[config.mk]
export PLATFORM = sky130hd
export DESIGN_NAME = mem_port_arbiter
export DESIGN_NICKNAME = d
export VERILOG_FILES = /design/src/rtl/mem_port_arbiter.sv
export SDC_FILE = /design/constraint.sdc
export NUM_CORES = 1
export LEC_CHECK = 0
export BUFFER_PORTS_ARGS = -buffer_cell sky130_fd_sc_hd__buf_4
export CORE_AREA = 2 2 102 104
export CTS_CLUSTER_SIZE = 16
export DETAILED_ROUTE_END_ITERATION = 8
export DIE_AREA = 0 0 104 106
export PLACE_DENSITY = 0.56
export SYNTH_ARGS = -nofsm -noshare
export SYNTH_HDL_FRONTEND = slang
export SYNTH_SLANG_ARGS = --single-unit
[constraint.sdc]
create_clock -name clk -period 4.45 [get_ports clk]
set_clock_uncertainty 0.05 [all_clocks]
set_input_delay 0.445 -clock clk [delete_from_list [all_inputs] [get_ports clk]]
set_output_delay 0.445 -clock clk [all_outputs]
set_load 0.01 [all_outputs]
[src/rtl/mem_port_arbiter.sv]
// Single-port DRAM arbiter between the MEM stage and a DMA/debug loader.
// Same-cycle grant, starvation-bounded DMA fairness, burst lock, and read-return routing.
module mem_port_arbiter #(
    parameter  int ADDR_W       = 16,
    parameter  int STARVE_LIMIT = 4,
    localparam int STARVE_W     = $clog2(STARVE_LIMIT + 1)
) (
    input  logic                clk,
    input  logic                rst_n,

    input  logic                cpu_req,
    input  logic [3:0]          cpu_we,
    input  logic [ADDR_W-1:0]   cpu_addr,
    input  logic [31:0]         cpu_wdata,
    output logic                cpu_stall,
    output logic                cpu_rvalid,
    output logic [31:0]         cpu_rdata,

    input  logic                dma_req,
    input  logic                dma_lock,
    input  logic [3:0]          dma_we,
    input  logic [ADDR_W-1:0]   dma_addr,
    input  logic [31:0]         dma_wdata,
    output logic                dma_gnt,
    output logic                dma_rvalid,
    output logic [31:0]         dma_rdata,

    output logic [ADDR_W-1:0]   dram_a,
    output logic [3:0]          dram_we,
    output logic [31:0]         dram_din,
    input  logic [31:0]         dram_spo,

    output logic                dbg_own,
    output logic [STARVE_W-1:0] dbg_starve
);

    // Handshake: a request (cpu_req/dma_req) is a valid that must hold its fields
    // stable until accepted; acceptance is cpu_req && !cpu_stall or dma_gnt in the
    // same cycle, the write commits at that edge, and read data returns one cycle later.

    typedef enum logic {
        FREE     = 1'b0,
        DMA_LOCK = 1'b1
    } own_t;

    localparam logic [STARVE_W-1:0] STARVE_MAX = STARVE_W'(STARVE_LIMIT);

    own_t                own_q;
    own_t                own_d;
    logic [STARVE_W-1:0] starve_q;
    logic [STARVE_W-1:0] starve_d;
    logic                rd_cpu_q;
    logic                rd_dma_q;

    logic                dma_win;
    logic                cpu_gnt;

    // Grant decision; reset gates every grant off so nothing reaches the DRAM.
    always_comb begin
        dma_win   = 1'b0;
        cpu_gnt   = 1'b0;
        cpu_stall = 1'b0;
        if (rst_n) begin
            dma_win   = dma_req && ((own_q == DMA_LOCK) || !cpu_req || (starve_q == STARVE_MAX));
            cpu_gnt   = cpu_req && !dma_win;
            cpu_stall = cpu_req && !cpu_gnt;
        end
    end

    assign dma_gnt = dma_win;

    always_comb begin
        dram_a   = cpu_addr;
        dram_we  = 4'b0000;
        dram_din = cpu_wdata;
        if (dma_win) begin
            dram_a   = dma_addr;
            dram_we  = dma_we;
            dram_din = dma_wdata;
        end else if (cpu_gnt) begin
            dram_we  = cpu_we;
        end
    end

    always_comb begin
        own_d    = own_q;
        starve_d = starve_q;

        if (!dma_req || dma_win) begin
            starve_d = '0;
        end else if (starve_q != STARVE_MAX) begin
            starve_d = starve_q + STARVE_W'(1);
        end

        case (own_q)
            FREE: begin
                if (dma_win && dma_lock) begin
                    own_d = DMA_LOCK;
                end
            end
            DMA_LOCK: begin
                if (!dma_req || (dma_win && !dma_lock)) begin
                    own_d = FREE;
                end
            end
            default: own_d = FREE;
        endcase
    end

    always_ff @(posedge clk) begin
        if (!rst_n) begin
            own_q    <= FREE;
            starve_q <= '0;
            rd_cpu_q <= 1'b0;
            rd_dma_q <= 1'b0;
        end else begin
            own_q    <= own_d;
            starve_q <= starve_d;
            rd_cpu_q <= cpu_gnt && (cpu_we == 4'b0000);
            rd_dma_q <= dma_win && (dma_we == 4'b0000);
        end
    end

    // Both requesters see spo; only the one whose read was granted last cycle gets rvalid.
    assign cpu_rvalid = rd_cpu_q;
    assign dma_rvalid = rd_dma_q;
    assign cpu_rdata  = dram_spo;
    assign dma_rdata  = dram_spo;

    assign dbg_own    = own_q;
    assign dbg_starve = starve_q;

endmodule

==> impl_metrics.ini <==
[synthesis]
synth_area_sq_um = 1534
yosysSeqAreaShare = 0.07830
synth_cells = 151
syn_nets = 294
ys_ff_latch = 6
syn_area_per_cell_sq_um = 10.16
ys_warn_count = 0
synth.distinct_cells = 20

[pwr]
finalPower_mw = 0.3534
clkPwrFrac = 0.226
seqPwrFrac = 0.158
power.density_nw_per_um2 = 144.2
switchingPower_mw = 0.09315
ir_worst_vdd_v = 0.0001280
sw_frac_of_total = 0.2636
combPwrFrac = 0.616
p_int_mw = 0.2603
p_leak_nw = 1.254

[cts]
cts_buffers = 3
clock-root-buffer = clkbuf_8
cts_tree = built
postCtsSetupRepairBufs = 0
clock_sinks = 6
cts-resized-gates = 0
htree_levels = 1
path_clk_slew_ns = 0.04
clkLatencyLatePin_ns = 0.22
cts.path.max_buffers = 2
cts_hold_buf = 0

[timing]
finalHoldViolations = 0
period_needed_ns = 2.803
fin_tns_setup_ns = 0
maxSlewHeadroom = 0.4257
grt_setup_unrepaired = no
fin_crit_sh = 0.6300
worst_slack_ns = 1.647
worstMarginPinSlew_ns = 0.8614
drv_slew = 0
fmax_ghz = 0.3567
setup_viol = 0

[global_route]
gr-total-overflow = 0
grt_pass1_wl_mm = 6.644
grt_use_total = 0.07248
grt_max_degree = 57
grt_pass1_vias = 1362
grt_antenna_before_repair = 0

[die]
rows = 37
die_w_microns = 104
die_h_microns = 106
io_pins = 265
initial_core_util = 0.1534
design.core.area_sq_um = 10000
fp.dieArea_sq_um = 11020

[critical_path]
rr_endpoint = dma_rvalid
critPathArrivalTime_ns = 2.31
reg2reg_setup_slack_ns = 2.65
critPathLaunchType = register
path_max_fanout = 56
endpoint_kind = output pin
crit_required_ns = 3.95
ff2ff_path_depth = 6
r2r-start = dbg_starve[0]
worstSetupPathType = register to output pin

[layout]
layout.nets = 398
fin_util = 0.2451
drive_above_1_share = 0.8814
fin_cells = 389
multi_input_area_sq_um = 839.6
synthToLayoutAreaGrowth_pct = 59.79
fillers = 1082
register_area_sq_um = 120.1
diodes = 0

[worst_hold_path]
min_to = dbg_own
hold_path.class = primary input to register
holdPathStages = 2
min_from = dma_lock

[placed_design]
placed_cells = 386
dp_slack_ns = 1.876
dp_hpwl_mm = 3.873
port_buffers = 168
gp_congestion = 0.7206

[flow_run]
maxCapViolCount = 0

[route]
drc = 0
dr.pass1.iters = 4
drtIter0Drc = 28
wl_mm = 4.520
num_vias = 1408
viasPerCell = 3.620
post_drt_wl_per_cell_microns = 11.62
postRouteAntennaNets = 0

[status]
outcome = finished, final reports clean
-- cells in the mapped netlist --
cell        n  share of area
a21o_1      1         0.0049
inv_1       3         0.0073
a21oi_1     1         0.0033
a21oi_2     2          0.011
xnor2_1     1         0.0057
buf_6       2          0.015
ha_1        2          0.016
mux2_4     32           0.31
mux2_2     16           0.12
buf_12      3          0.039
nand2_1     2         0.0049
nand3_1     1         0.0033
dfxtp_1     6          0.078
and2_1      4          0.016
nor2_1      2         0.0049
a2111oi_0   1         0.0057
buf_4      65           0.32
a22o_1      4          0.023
or2_2       1         0.0041
nor4_1      2         0.0082
-- cells in the final DEF, fill, tap and decap left out --
master / n
a2111oi_0: 1
a21o_1: 1
a21oi_1: 1
a21oi_2: 1
a21oi_4: 1
a22o_1: 4
and2_1: 4
buf_4: 169
clkbuf_8: 3
dfxtp_1: 6
ha_1: 2
inv_1: 3
mux2_2: 16
mux2_4: 32
nand2_1: 2
nand3_1: 1
nor2_1: 2
nor4_1: 2
or2_2: 1
xnor2_1: 1
-- worst max path at each step --
stage,start,end,slack (ns)
after floorplan,dbg_starve[0],dram_a[0],2.46
after global placement,dbg_starve[0],dram_a[5],1.91
after detailed placement,dbg_starve[0],dram_a[9],1.88
after CTS,dbg_starve[0],dram_a[9],1.64
after global routing,dbg_starve[0],dram_din[2],1.54
final,dbg_starve[0],dram_din[2],1.65
-- worst max-delay path, stage by stage, from the launching register on --
cell     delay, ns
dfxtp_1       0.32
inv_1         0.06
ha_1          0.20
a21oi_2       0.09
a21oi_4       0.14
buf_4         0.65
mux2_2        0.41
buf_4         0.14
-- cells by family (layout without fill, tap and decap cells) --
kind of cell / after synthesis / after routing / share of synthesized area
adder cells (fa/ha/maj): 2 / 2 / 0.01631
XOR/XNOR: 1 / 1 / 0.005711
AND/OR/NAND/NOR: 12 / 12 / 0.04160
buffers and inverters: 73 / 175 / 0.3793
AO/OA/AOI/OAI: 9 / 9 / 0.04812
flip-flops: 6 / 6 / 0.07831
multiplexers: 48 / 48 / 0.4307
-- routing by layer --
layer	GRT usage	share of wire	vias to the layer above
met5	0	0	-
met4	0.02124	0.0051	0
met3	0.03740	0.15	4
met2	0.1259	0.50	135
met1	0.07681	0.35	613
li1	-	-	656
-- flip-flops by register name (all words and copies together) (netlist names) --
name	cells
cpu_rvalid	1
dbg_own	1
dma_rvalid	1
dbg_starve	3
-- power groups by stage --
stage | Combinational, mW | Clock (mW) | Sequential (mW)
6_report | 0.218 | 0.0798 | 0.0559
5_1_grt | 0.231 | 0.0859 | 0.0560
4_1_cts | 0.221 | 0.0821 | 0.0559
3_5_place_dp | 0.220 | 0 | 0.0567
3_3_place_gp | 0.217 | 0 | 0.0566
2_1_floorplan | 0.150 | 0 | 0.0570
-- layout make-up --
| class | count | share of cell area |
|---|---|---|
| Timing Repair Buffer | 169 | 0.5176 |
| Multi-Input combinational cell | 72 | 0.3425 |
| Tap cell | 136 | 0.06942 |
| Sequential cell | 6 | 0.04900 |
| Clock buffer | 3 | 0.01685 |
| Inverter | 3 | 0.004594 |
-- stage by stage --
stage	hold WS [ns]	area, sq um
2_1_floorplan	0.4187	1534
3_3_place_gp	0.4005	2410
3_5_place_dp	0.4170	2410
4_1_cts	0.3747	2451
5_1_grt	0.3746	2451
6_report	0.3766	2451
Power figures use the tool's default switching activity.
